===== src/rtl/disp_pkg.sv =====
// Shared constants and types for the signed BCD seven-segment display block.
package disp_pkg;

  // Active-low segment patterns, bit 0 = segment a ... bit 6 = segment g.
  localparam logic [6:0] SEG_BLANK = 7'h7F;
  localparam logic [6:0] SEG_MINUS = 7'h3F;

  typedef enum logic [1:0] {
    IDLE,
    SHIFT,
    FORMAT
  } state_t;

  // Decimal digits needed for an unsigned value of 'bits' bits, plus one spare
  // digit so the double-dabble shift never drops a carry.
  // ceil(bits * log10(2)) is evaluated in fixed point (log10(2) ~ 0.30103).
  function automatic int bcd_digits(input int bits);
    return (bits * 30103 + 99999) / 100000 + 1;
  endfunction

endpackage


===== src/rtl/bcd_to_sseg.sv =====
// One BCD nibble to an active-low seven-segment pattern; non-decimal codes blank.
module bcd_to_sseg
  import disp_pkg::*;
(
  input  logic [3:0] bcd,
  output logic [6:0] seg
);

  // Pure lookup of the glyph for one decimal digit.
  always_comb begin
    case (bcd)
      4'd0:    seg = 7'h40;
      4'd1:    seg = 7'h79;
      4'd2:    seg = 7'h24;
      4'd3:    seg = 7'h30;
      4'd4:    seg = 7'h19;
      4'd5:    seg = 7'h12;
      4'd6:    seg = 7'h02;
      4'd7:    seg = 7'h78;
      4'd8:    seg = 7'h00;
      4'd9:    seg = 7'h10;
      default: seg = SEG_BLANK;
    endcase
  end

endmodule


===== src/rtl/disp_signed_bcd.sv =====
// Signed two's-complement to multi-digit seven-segment display driver.
// A start request latches sign and magnitude, a double-dabble loop converts the
// magnitude to BCD one bit per cycle, and a final cycle formats the digits
// (leading-zero blanking, minus placement, overflow) into a held segment register.
module disp_signed_bcd
  import disp_pkg::*;
#(
  parameter int WIDTH   = 8,
  parameter int NDIGITS = 4
) (
  input  logic                 clk,
  input  logic                 rst,
  input  logic                 start,
  input  logic [WIDTH-1:0]     x,
  input  logic                 enable,
  output logic                 busy,
  output logic                 done,
  output logic                 overflow,
  output logic [NDIGITS*7-1:0] segs
);

  // Magnitude carries one extra bit so the most-negative input is exact.
  localparam int MW = WIDTH + 1;
  localparam int NB = bcd_digits(MW);
  localparam int BW = 4 * NB;
  localparam int CW = $clog2(MW + 1);
  localparam logic [CW-1:0] CNT_LOAD = CW'(MW);

  state_t               state, state_next;
  logic                 sign_q;
  logic [MW-1:0]        mag_q;
  logic [MW-1:0]        mag_x;
  logic [BW-1:0]        bcd_q;
  logic [BW-1:0]        bcd_adj;
  logic [CW-1:0]        cnt_q;
  logic                 accept;
  logic                 done_q;
  logic                 overflow_q;
  logic                 ovf_next;
  logic [NDIGITS*7-1:0] segs_q;
  logic [NDIGITS*7-1:0] segs_next;
  logic [6:0]           dig_seg [NDIGITS];
  int                   nsig;

  // A start arriving in the done cycle is held off until the next cycle.
  assign accept = (state == IDLE) && start && !done_q;

  // Sign-extend, then negate when negative: -2^(WIDTH-1) becomes +2^(WIDTH-1).
  assign mag_x = x[WIDTH-1] ? (~{x[WIDTH-1], x} + MW'(1)) : {1'b0, x};

  // State register.
  always_ff @(posedge clk or posedge rst) begin
    if (rst) state <= IDLE;
    else     state <= state_next;
  end

  // Next-state logic: SHIFT runs until the down-counter reaches its last step.
  always_comb begin
    // NOTE: every combinational output gets a default first so no path leaves
    // it unassigned, which would otherwise infer a latch.
    state_next = state;
    case (state)
      IDLE:    if (accept) state_next = SHIFT;
      SHIFT:   if (cnt_q == CW'(1)) state_next = FORMAT;
      FORMAT:  state_next = IDLE;
      default: state_next = IDLE;
    endcase
  end

  // Output decode from state.
  always_comb begin
    busy = (state != IDLE);
  end

  // Double-dabble correction: any nibble of 5 or more gets 3 added before the shift.
  always_comb begin
    bcd_adj = bcd_q;
    for (int i = 0; i < NB; i++) begin
      if (bcd_q[4*i +: 4] >= 4'd5) bcd_adj[4*i +: 4] = bcd_q[4*i +: 4] + 4'd3;
    end
  end

  // Conversion datapath and held display results.
  always_ff @(posedge clk or posedge rst) begin
    // NOTE: registers are updated with non-blocking assignments so every
    // flop samples the pre-edge values of the others.
    if (rst) begin
      sign_q     <= 1'b0;
      mag_q      <= '0;
      bcd_q      <= '0;
      cnt_q      <= '0;
      done_q     <= 1'b0;
      overflow_q <= 1'b0;
      segs_q     <= {NDIGITS{SEG_BLANK}};
    end else begin
      done_q <= (state == FORMAT);
      case (state)
        IDLE: begin
          if (accept) begin
            sign_q <= x[WIDTH-1];
            mag_q  <= mag_x;
            bcd_q  <= '0;
            cnt_q  <= CNT_LOAD;
          end
        end
        SHIFT: begin
          // The top bit shifted out is always zero thanks to the spare digit.
          bcd_q <= BW'({bcd_adj, mag_q[MW-1]});
          mag_q <= {mag_q[MW-2:0], 1'b0};
          cnt_q <= cnt_q - CW'(1);
        end
        FORMAT: begin
          segs_q     <= segs_next;
          overflow_q <= ovf_next;
        end
        default: ;
      endcase
    end
  end

  // One glyph decoder per display; displays beyond the BCD width see zero.
  for (genvar g = 0; g < NDIGITS; g++) begin : g_dig
    logic [3:0] nib;
    if (g < NB) begin : g_src
      assign nib = bcd_q[4*g +: 4];
    end else begin : g_pad
      assign nib = 4'd0;
    end
    bcd_to_sseg u_dec (
      .bcd (nib),
      .seg (dig_seg[g])
    );
  end

  // Formatting: blank leading zeros, minus just left of the top digit, all
  // minus when digits plus sign do not fit.
  always_comb begin
    nsig = 1;
    for (int i = 0; i < NB; i++) begin
      if (bcd_q[4*i +: 4] != 4'd0) nsig = i + 1;
    end
    ovf_next  = (nsig + (sign_q ? 1 : 0)) > NDIGITS;
    segs_next = {NDIGITS{SEG_BLANK}};
    for (int i = 0; i < NDIGITS; i++) begin
      if (ovf_next)                 segs_next[7*i +: 7] = SEG_MINUS;
      else if (i < nsig)            segs_next[7*i +: 7] = dig_seg[i];
      else if (sign_q && i == nsig) segs_next[7*i +: 7] = SEG_MINUS;
    end
  end

  assign done     = done_q;
  assign overflow = overflow_q;
  assign segs     = enable ? segs_q : {NDIGITS{SEG_BLANK}};

endmodule


===== config.mk =====
export PLATFORM = sky130hd
export DESIGN_NAME = disp_signed_bcd
export DESIGN_NICKNAME = d
export VERILOG_FILES = /design/src/rtl/disp_pkg.sv /design/src/rtl/bcd_to_sseg.sv /design/src/rtl/disp_signed_bcd.sv
export SDC_FILE = /design/constraint.sdc
export NUM_CORES = 1
export LEC_CHECK = 0
export ABC_AREA = 1
export CORE_UTILIZATION = 40
export DETAILED_ROUTE_END_ITERATION = 7
export PLACE_DENSITY_LB_ADDON = 0.2
export SYNTH_ARGS = -nofsm -noshare
export SYNTH_HDL_FRONTEND = slang
export SYNTH_SLANG_ARGS = --single-unit

===== constraint.sdc =====
create_clock -name clk -period 2.6 [get_ports clk]
set_input_delay 0.78 -clock clk [delete_from_list [all_inputs] [get_ports clk]]
set_output_delay 0.78 -clock clk [all_outputs]
set_load 0.01 [all_outputs]

Yosys cells after proc, flatten, opt, wreduce, memory -nomap -nowiden --
Memories as Yosys holds them, arrays and structs flattened. Cells that the tools add are included.
Storage, ports and cells: bits in registers 62, ROM bits 448, input bits 12, output and inout bits 31, word-level logic and storage cells 85, memories kept 4
Memory list:
- (no name shown) | words 16, width 7, rd ports 1, clocked after Yosys merged registers in 0, write ports 0, RTL line bcd_to_sseg.sv:11 | case (bcd)
- (no name shown) | words 16, width 7, rd ports 1, clocked after Yosys merged registers in 0, write ports 0, RTL line bcd_to_sseg.sv:11
- (no name shown) | words 16, width 7, rd ports 1, clocked after Yosys merged registers in 0, write ports 0, RTL line bcd_to_sseg.sv:11
- (no name shown) | words 16, width 7, rd ports 1, clocked after Yosys merged registers in 0, write ports 0, RTL line bcd_to_sseg.sv:11
Operators by class: add/subtract/negate cells 7, order comparisons 9, equality and inequality tests 8, mux-type cells 31, bitwise gates (word level) 1, reduce and logical (&&, ||, !) cells 17
Operator list (count):
- 2-to-1 mux 7 bit | 12
- equality test 3 x 32 -> 1 bit, first input constant | 2
- less-than comparator 3 x 32 -> 1 bit, first input constant | 2
- 2-to-1 mux 32 bit | 2
- adder 32 x 2 -> 32 bit | 1
- equality test 2 x 32 -> 1 bit, first input constant | 1
- > comparator 32 x 4 -> 1 bit, second input constant | 1
- logical NOT 32 bit | 1
- less-than comparator 1 x 32 -> 1 bit, first input constant | 1
- less-than comparator 2 x 32 -> 1 bit, first input constant | 1
- one-hot mux 16 bit (2 select lines) | 1
- 2-to-1 mux 28 bit | 1
- 2-to-1 mux 9 bit | 2
- one-hot mux 9 bit (2 select lines) | 1
- >= comparator 4 x 3 -> 1 bit, second input constant | 4
- 2-to-1 mux 16 bit | 1
- 2-to-1 mux 4 bit | 4
- adder 4 x 2 -> 4 bit, second input constant | 3
- nonzero test 4 bit | 3
- adder 9 x 1 -> 9 bit, second input constant | 1
- inverter 9 bit | 1
- one-hot mux 4 bit (2 select lines) | 1
- logical AND 1 bit | 6
- 2-to-1 mux 2 bit | 3
- other kinds (13) | 17

Longest topological paths before layout --
Gate-level depths: netlist (run 1).
word-level depth 9, gate-level depth with buffers 10, depth with buffers taken out 10

By module --
From an unflattened synthesis (run 1), not the netlist that was laid out.
Second synthesis, totals: cell total of the unflattened synthesis 584, area, all modules 4086.4 um^2
By module, submodules not included:
- disp_signed_bcd | times used 1, cells an instance 444, area each 3335.7 um^2, seq. area each 1586.5 um^2
- bcd_to_sseg | times used 4, cells an instance 35, area each 187.7 um^2, seq. area each 0.0 um^2

Least setup slack after synthesis (run 1) --
No wires, ideal clock.
path type in2out, start point input port enable, end point output port segs[10], arrival time 1.457 ns, data required time 1.820 ns, slack 0.363 ns, cell stages on the path 3, path buffers 2, cells stage by stage clkbuf_1 -> clkbuf_1 -> nand2_1
Between the ends: cells in the longest elaborated chain, start to end 1
Ends and longest elaborated chain:
- start: declaration | RTL line disp_signed_bcd.sv:15 | input logic enable,
- 2-to-1 mux 28 bit | RTL line disp_signed_bcd.sv:153 | assign segs = enable ? segs_q : {NDIGITS{SEG_BLANK}};
- end: declaration | RTL line disp_signed_bcd.sv:19 | output logic [NDIGITS*7-1:0] segs
Every way passes these cells.

Final worst setup path (run 1) --
start point input port enable, end point output port segs[9]
The elaborated chain is that of the path after synthesis.

==> results of run 1 <==
-- state kept, by name (all words and copies together) (netlist names) --
signal	count
segs_q	28
bcd_q	16
mag_q	9
cnt_q	4
state	2
done	1
overflow	1
sign_q	1
-- how the worst max path moves through the flow --
stage               endpoint  slack, ns  cells past startpoint
floorplan           bcd_q[0]       0.32                      1
global placement     segs[1]      -0.18                      4
detailed placement  segs[19]      -0.20                      4
CTS                 segs[19]      0.002                      4
global route         segs[9]       0.09                      4
finish               segs[9]       0.13                      4
-- layout by cell type, fill, tap and decap left out, types with 14 or more instances in the layout --
master	n
a21oi_1	21
dfrtp_1	34
dfstp_2	28
dlygate4sd2_1	15
dlymetal6s2s_1	14
ha_1	27
inv_1	78
nand2_1	151
nand3_1	43
nor2_1	65
o21ai_0	36
-- metrics by stage --
step	setup WS, ns	power [mW]	setup TNS, ns	area (sq um)	hold slack [ns]
finish	0.1339	5.585	0	4717	0.4687
global route	0.09076	6.170	0	4717	0.4928
CTS	0.002341	5.618	0	4682	0.4719
detailed placement	-0.2040	4.799	-5.303	4478	0.4603
global placement	-0.1801	4.711	-4.882	4478	0.4565
floorplan	0.3249	4.045	0	3944	0.4396
-- layout make-up --
cell class | count | area (sq um) | share of cell area
tap | 129 | 161.4 | 0.03422
multi-input combinational | 383 | 1942 | 0.4117
inverter | 82 | 307.8 | 0.06525
timing repair buffer | 46 | 529.3 | 0.1122
clock buffer | 11 | 141.4 | 0.02997
sequential | 62 | 1587 | 0.3363
clock inverter | 5 | 48.80 | 0.01034
-- worst max-delay path, delay by kind of cell --
| kind | cells | cell delay (ns) |
|---|---|---|
| and+or+nand+nor | 1 | 0.06 |
| buffers and inverters | 3 | 0.85 |
-- cell families (layout without fill, tap and decap cells) --
family / after synthesis / count (layout) / synth area share
adder cells (fa/ha/maj): 27 / 27 / 0.08566
AO/OA/AOI/OAI: 82 / 82 / 0.1155
AND/OR/NAND/NOR: 274 / 274 / 0.2912
buffers and inverters: 97 / 144 / 0.1053
flip-flops: 62 / 62 / 0.4023
-- cell usage after synthesis --
| library cell | n |
|---|---|
| a21oi_1 | 21 |
| a22oi_1 | 6 |
| a31oi_1 | 1 |
| buf_2 | 5 |
| buf_4 | 2 |
| buf_6 | 5 |
| clkbuf_1 | 3 |
| clkinv_1 | 1 |
| dfrtp_1 | 34 |
| dfstp_2 | 28 |
| ha_1 | 27 |
| inv_1 | 79 |
| inv_2 | 2 |
| nand2_1 | 151 |
| nand2_2 | 5 |
| nand2_4 | 2 |
| nand3_1 | 43 |
| nand3_2 | 1 |
| nand4_1 | 2 |
| nor2_1 | 65 |
| nor2_2 | 2 |
| nor2_4 | 3 |
| o211ai_1 | 5 |
| o21ai_0 | 36 |
| o21ai_1 | 3 |
| o21bai_1 | 1 |
| o221ai_1 | 1 |
| o22ai_1 | 8 |
-- timing repair --
| item | 4_1_cts | 5_1_grt |
|---|---|---|
| setup buffers | 0 | 0 |
| hold buffers | 0 | 0 |
| gates resized for setup | 15 | 14 |
| endpoints found under the setup margin | 28 | 14 |
| cloned | 1 | 0 |
-- metal layers --
layer,track usage,wire length [um],up-vias
li1,-,-,1796
met1,0.2455,4314,1558
met2,0.3061,3802,84
met3,0.02484,332,11
met4,0.06689,131,0
met5,0,0,-
-- report_power, final --
group | internal, mW | switching (mW) | total (mW)
Combinational | 1.08 | 1.77 | 2.86
Clock | 0.461 | 0.367 | 0.828
Sequential | 1.55 | 0.352 | 1.90
Total | 3.09 | 2.49 | 5.59
==> reports/qor.yml, run 1 <==
worst_setup_path:
  ff2ff_setup_slack_ns: 0.85
  worstPathCellList: "dlygate4sd2_1, bufbuf_16, nand2_1, dlygate4sd2_1"
  r2r_cells: 6
  startpoint_type: "input pin"
  crit_path_start: "enable"
  crit_top_cell: "dlygate4sd2_1"
  r2r-end: "mag_q[2]"
  crit_type: "in2out"
  critPathMaxFanout: 14
  crit_arrival_ns: 1.69
  end_kind: "output port"
  slowest_delay_ns: 0.30
  required_ns: 1.82
  slowest_stage: "bufbuf_16"
  timing.rr.start: "state[1]"
hold_path:
  holdPathEnd: "cnt_q[3]"
  holdCritStartpoint: "cnt_q[3]"
  hold_class: "reg2reg"
  hold_depth: 1
timing:
  rsz0062_at_grt: "false"
  fin_skew_ns: 0.008912
  relSlewSlack: 0.5930
  setup_violations: 0
  finalHoldViolations: 0
  worst_pin_slew_ns: 0.6091
  slew_viol_final: 0
  finalCritPeriodShare: 0.9485
  post-route-min-period_ns: 2.466
  max_freq_mhz: 405.5
clocking:
  clk_latency_ns: 0.34
  clk_pin_slew_ns: 0.06
  cts_tree: "yes"
  root_buffer: "clkbuf_8"
  cts_buffers: 9
  htreeDepth: 3
  cts.sinks: 62
  clk_path_buf_depth: 2
global_route:
  antenna_found_initial: 0
  grt_overflow_total: 0
  grt_pass1_wl_um: 15000
  grt_max_degree: 63
  grt_usage: 0.1840
  grt_pass1_vias: 3325
synth:
  synth_nets: 581
  ys_seq_elements: 62
  yosysUniqueCellTypes: 28
  yosysSeqAreaShare: 0.4023
  synth_top_cell_by_area: "dfrtp_1"
  netlist.area_leader.share: 0.2157
  syn_area_per_cell_sq_um: 7.276
  synth_cells: 542
  synth.cell_area_sq_um: 3944
  synth_area_leaders: "dfrtp_1, dfstp_2, nand2_1"
  yosysWarnings: 0
power_and_ir_drop:
  ir_drop_mv: 0.4518
  p_leak_nw: 2.435
  p_per_area_nw_per_um2: 1184
drt:
  ant_nets: 0
  drc_errors: 0
  vias: 3449
  drt_iter0_markers: 183
  drt-vias-per-instance: 4.804
  wl_per_cell_um: 11.95
  drt_first_pass_iters: 4
  drt_wl_total_um: 8580
floorplan:
  initial_core_util: 0.4189
  rows: 35
  ios: 43
  die-height_um: 101.3
  core_area_sq_um: 9415
  die-area_sq_um: 10260
  die-width_um: 101.3
cells_and_area:
  antenna_cells: 0
  syn_to_final_growth_pct: 19.61
  nFillCells: 942
  drive_above_1_share: 0.1053
  final_cells: 718
  fin_nets: 623
  fin_util: 0.5010
place:
  port_buffers: 42
  place_inst: 701
  gp_congestion: 0.8729
  dp_hpwl_um: 6125
run_status:
  status: "complete, no violations"
run:
  max_cap_violations: 0
No activity file was read; power rests on OpenSTA's default activity.
==> inputs of run 2 (changes only) <==
CORE_ASPECT_RATIO = 2   (was default)
clock period = 2.3 ns   (was 2.6 ns; I/O delays follow)
==> reports/qor.yml, run 2 (synthesized netlist as in run 1, its figures left out) <==
run_status:
  status: "complete, no violations"
cells_and_area:
  final_cells: 725  # +0.97%
  design_area_sq_um: 4816  # +2.1%
  final_cell_mix: "nand2_1, inv_1, nor2_1"
  antenna_cells: 0  # unchanged
  fin_nets: 629  # +0.96%
  syn_to_final_growth_pct: 22.11
  drive_above_1_share: 0.1160  # +0.01070
  nFillCells: 946  # +0.42%
  top_register: "segs_q"
  layout_commonest_cell: "nand2_1"
  largest_register_ff_count: 28  # unchanged
  largestRegisters: "segs_q x28, bcd_q x16, mag_q x9"
global_route:
  grt_pass1_wl_um: 14950  # -0.32%
  grt_max_degree: 63  # unchanged
  antenna_found_initial: 0  # unchanged
  grt_pass1_vias: 3407  # +2.5%
  grt_overflow_total: 0  # unchanged
  grt_usage: 0.1854  # +0.001429
timing:
  fin_skew_ns: 0.008061  # -0.0008505 ns
  finalCritPeriodShare: 0.9470
  post-route-min-period_ns: 2.178
  finalHoldViolations: 0  # unchanged
  relSlewSlack: 0.7073  # +0.1143
  slew_viol_final: 0  # unchanged
  worst_pin_slew_ns: 0.4375  # -0.1716 ns
  setup_violations: 0  # unchanged
  max_freq_mhz: 459.1
  rsz0062_at_grt: "false"
clocking:
  clk_pin_slew_ns: 0.05  # about the same
  clk_path_buf_depth: 2  # unchanged
  cts_tree: "yes"
  cts_resized: 32  # +17
  cts-hold-fix-buffers: 0  # unchanged
  root_buffer: "clkbuf_16"
  post-cts-setup-buffers: 0  # unchanged
  clk_latency_ns: 0.33  # about the same
  htreeDepth: 3  # unchanged
  cts.sinks: 62  # unchanged
  cts_buffers: 9  # unchanged
worst_setup_path:
  worstPathCellList: "dlygate4sd2_1, buf_6, nand2_1, dlygate4sd2_1"
  startpoint_type: "input pin"
  crit_buf_inv: 3  # unchanged
  crit_arrival_ns: 1.49  # -0.20 ns
  slowest_delay_ns: 0.28  # -0.02 ns
  crit_top_cell: "dlygate4sd2_1"
  end_kind: "output port"
  path_delay_family: "buffers and inverters"
  slowest_stage: "dlygate4sd2_1"
  required_ns: 1.61  # -0.21 ns
  critPathMaxFanout: 14  # unchanged
  crit_type: "in2out"
drt:
  drc_errors: 0  # unchanged
  wl_per_cell_um: 11.76  # -1.6%
  drt-vias-per-instance: 4.826  # +0.47%
  drt_iter0_markers: 158  # -14%
  drt_wl_total_um: 8524  # -0.65%
  vias: 3499  # +1.4%
  ant_nets: 0  # unchanged
  drt_first_pass_iters: 4  # unchanged
power_and_ir_drop:
  p_leak_nw: 2.438  # +0.13%
  ir_drop_mv: 0.5142  # +14%
  finalPower_mw: 6.761  # +21%
  p_per_area_nw_per_um2: 1404  # +19%
place:
  dp_hpwl_um: 6389  # +4.3%
  port_buffers: 42  # unchanged
  gp_congestion: 0.9001  # +3.1%
  place_inst: 708  # +1.0%
  placed_cell_area_sq_um: 4524  # +1.0%
floorplan:
  die-width_um: 72.21  # -29%
  core_area_sq_um: 9447  # +0.33%
  die-height_um: 142.4  # +41%
  rows: 50  # +43%
  initial_core_util: 0.4175  # -0.001387
  die-area_sq_um: 10280  # +0.23%
  ios: 43  # unchanged
hold_path:
  hold_class: "reg2reg"
run:
  max_cap_violations: 0  # unchanged
[run 2: cell types whose count changed in the layout (fill, tap and decap cells not counted), moves of 2 or more]
cell,previous run,this run
buf_6,0,2
clkbuf_8,10,3
clkinv_2,3,1
clkbuf_16,0,9
dlygate4sd2_1,15,29
dlymetal6s2s_1,14,0
buf_4,0,5
[run 2: worst paths after layout]
kind                            slack, ns  cells past startpoint          to  startpoint
worst max-delay path                 0.12                      4    segs[23]      enable
worst min register to register       0.46                      2  segs_q[27]  segs_q[27]
worst min-delay path                 0.46                      2  segs_q[27]  segs_q[27]
worst max register to register       0.74                      8   segs_q[6]   bcd_q[12]
max in group asynchronous            1.22                      3  segs_q[18]         rst
min in group asynchronous            0.74                      3    bcd_q[2]         rst
[run 2: worst reg2reg max path: stages, from the launching register on]
cell and delay [ns]:
dfrtp_1 0.41, inv_1 0.18, ha_1 0.22, nand2_2 0.12
nand2_4 0.14, nand2_4 0.10, inv_1 0.13, nand3_1 0.09
o21ai_0 0.09
[run 2: power breakdown]
| group | internal, mW | switching (mW) | leakage (nW) |
|---|---|---|---|
| sequential | 1.75 | 0.395 | 0.717 |
| combinational | 1.26 | 1.98 | 1.57 |
| clock | 0.924 | 0.460 | 0.152 |
[run 2: through the flow]
stage	worst slack [ns]	setup TNS (ns)	hold slack (ns)	utilization
after global placement	-0.2945	-8.022	0.4545	0.4789
after detailed placement	-0.3076	-8.242	0.4572	0.4789
after global routing	0.05809	0	0.4859	0.5098
final	0.1220	0	0.4619	0.5098
after floorplan	0.1149	0	0.4396	-
after CTS	0.09517	0	0.4663	0.5098
[run 2: per-layer routing]
metal  wire length, um  vias to the layer above  share of wire  GRT usage
li1                  -                     1804              -          -
met1              3495                     1627           0.41     0.1965
met2              4565                       53           0.54     0.3414
met3               219                       15          0.026    0.03612
met4               244                        0          0.029    0.08669
met5                 0                        -              0          0
[run 2: cell type report]
class	count	area, sq um	area share
repair buffers	52	504.2	0.1047
multi-input cells	383	1942	0.4032
flip-flops and latches	62	1587	0.3294
clock inverters	3	42.54	0.008833
well taps	130	162.7	0.03377
clock buffers	13	270.3	0.05612
inverters	82	307.8	0.06391
==> inputs of run 3 (changes only) <==
CORE_MARGIN = 1.5   (was default)
TNS_END_PERCENT = 50   (was default)
==> reports/qor.yml, run 3 (synthesized netlist as in run 1, its figures left out) <==
power_and_ir_drop:
  seq_power_share: 0.323  # +0.006
  power_frac_comb: 0.490  # +0.012
  p_int_mw: 3.794  # -3.5%
  p_sw_frac: 0.4289  # +0.01043
  p_per_area_nw_per_um2: 1382  # -1.6%
  p_leak_nw: 2.436  # about the same
  clkPwrFrac: 0.187  # -0.018
  p_sw_mw: 2.850  # +0.70%
  finalPower_mw: 6.643  # -1.7%
  ir_drop_mv: 0.5730  # +11%
clocking:
  post-cts-setup-buffers: 0  # unchanged
  clk_pin_slew_ns: 0.05  # about the same
  cts_tree: "yes"
  cts_buffers: 9  # unchanged
  cts.sinks: 62  # unchanged
  root_buffer: "clkbuf_16"
  cts-hold-fix-buffers: 0  # unchanged
  htreeDepth: 3  # unchanged
  clk_latency_ns: 0.33  # about the same
  clk_path_buf_depth: 2  # unchanged
global_route:
  antenna_found_initial: 0  # unchanged
  grt_max_degree: 63  # unchanged
  grt_usage: 0.1820  # -0.003428
  grt_pass1_wl_um: 14840  # -0.74%
  grt_pass1_vias: 3416  # +0.26%
  grt_overflow_total: 0  # unchanged
drt:
  vias: 3497  # -0.057%
  drt_first_pass_iters: 5  # +1
  drt_iter0_markers: 138  # -13%
  drt_wl_total_um: 8559  # +0.41%
  wl_per_cell_um: 11.79  # +0.27%
  ant_nets: 0  # unchanged
  drt-vias-per-instance: 4.817  # -0.19%
  drc_errors: 0  # unchanged
place:
  gp_congestion: 0.9172  # +1.9%
  placed_cell_area_sq_um: 4532  # +0.17%
  port_buffers: 42  # unchanged
  dp_worst_setup_slack_ns: -0.3128  # -0.005239 ns
  dp_hpwl_um: 6400  # +0.18%
floorplan:
  die-width_um: 73.21  # +1.4%
  die-height_um: 143.4  # +0.70%
  initial_core_util: 0.4093  # -0.008186
  ios: 43  # unchanged
  core_area_sq_um: 9635  # +2.0%
  die-area_sq_um: 10500  # +2.1%
  rows: 51  # +2.0%
worst_setup_path:
  end_kind: "output port"
  slowest_stage: "bufbuf_16"
  slowest_delay_ns: 0.30  # +0.02 ns
  crit_arrival_ns: 1.56  # +0.07 ns
  critPathMaxFanout: 14  # unchanged
  path_delay_family: "buffers and inverters"
  required_ns: 1.61  # about the same
  crit_buf_inv: 3  # unchanged
  worstPathCellList: "clkdlybuf4s15_1, bufbuf_16, nand2_1, dlygate4sd2_1"
  crit_type: "in2out"
  startpoint_type: "input pin"
timing:
  timing.final.ws_setup_ns: 0.05156  # -0.07043 ns
  finalCritPeriodShare: 0.9776  # +0.03062
  fin_skew_ns: 0.007732  # -0.0003296 ns
  slew_viol_final: 0  # unchanged
  post-route-min-period_ns: 2.248  # +0.07043 ns
  relSlewSlack: 0.7103  # +0.003048
  setup_violations: 0  # unchanged
  rsz0062_at_grt: "false"
  finalHoldViolations: 0  # unchanged
  max_freq_mhz: 444.8  # -3.1%
  worst_pin_slew_ns: 0.4329  # -0.004556 ns
cells_and_area:
  design_area_sq_um: 4808  # -0.16%
  layout_commonest_cell: "nand2_1"
  largestRegisters: "segs_q x28, bcd_q x16, mag_q x9"
  drive_above_1_share: 0.1145  # -0.001488
  top_register: "segs_q"
  fin_nets: 628  # -0.16%
  fin_util: 0.4990  # -0.01077
  largest_register_ff_count: 28  # unchanged
  syn_to_final_growth_pct: 21.92
  final_cell_mix: "nand2_1, inv_1, nor2_1"
  antenna_cells: 0  # unchanged
run_status:
  status: "complete, no violations"
hold_path:
  hold_class: "reg2reg"
run:
  max_cap_violations: 0  # unchanged
run 3: power by group through the flow:
stage	clock network (mW)	registers, mW	logic (mW)
floorplan	0	2.02	2.55
global placement	0	2.14	3.27
detailed placement	0	2.16	3.36
CTS	1.27	2.14	3.29
global route	1.32	2.22	3.77
finish	1.24	2.14	3.26
run 3: stage by stage:
stage          TNS, ns  hold WS, ns  instances
6_report             0       0.4653        726
5_1_grt              0       0.4779        726
2_1_floorplan        0       0.4396        542
3_3_place_gp    -8.464       0.4568        709
4_1_cts              0       0.4683        726
3_5_place_dp    -8.502       0.4584        709
run 3: repair_timing:
item                       in CTS  in global routing
gates resized for setup        29                  1
setup endpoints to repair      28                 14
cloned                          1                  0
run 3: worst paths after layout:
kind	slack, ns	end	from	depth (start not counted)
max reg2reg	0.70	bcd_q[7]	bcd_q[5]	9
min reg2reg	0.47	segs_q[7]	segs_q[7]	2
max	0.05	segs[15]	enable	4
max in group asynchronous	1.24	segs_q[17]	rst	3
min	0.47	segs_q[7]	segs_q[7]	2
min in group asynchronous	0.74	overflow	rst	3
run 3: layout make-up:
class                           instances  area, sq um
Sequential cell                        62         1587
Tap cell                              132        165.2
Multi-Input combinational cell        383         1942
Timing Repair Buffer                   51        528.0
Fill cell                             963         4827
Clock buffer                           12        256.5
Clock inverter                          4        22.52
Inverter                               82        307.8
run 3: per-layer routing:
| metal | GRT usage | share of wire | vias to the layer above |
|---|---|---|---|
| met4 | 0.1043 | 0.022 | 0 |
| li1 | - | - | 1806 |
| met2 | 0.3254 | 0.55 | 61 |
| met3 | 0.03506 | 0.029 | 13 |
| met1 | 0.1921 | 0.40 | 1617 |
| met5 | 0 | 0 | - |
run 3: worst register-to-register path, stage by stage (launching register included):
cell,delay (ns)
dfrtp_1,0.42
inv_1,0.20
ha_1,0.21
inv_1,0.07
nand2_1,0.05
nand2_1,0.05
nand2_1,0.10
inv_1,0.07
o21ai_0,0.18
o21ai_0,0.12
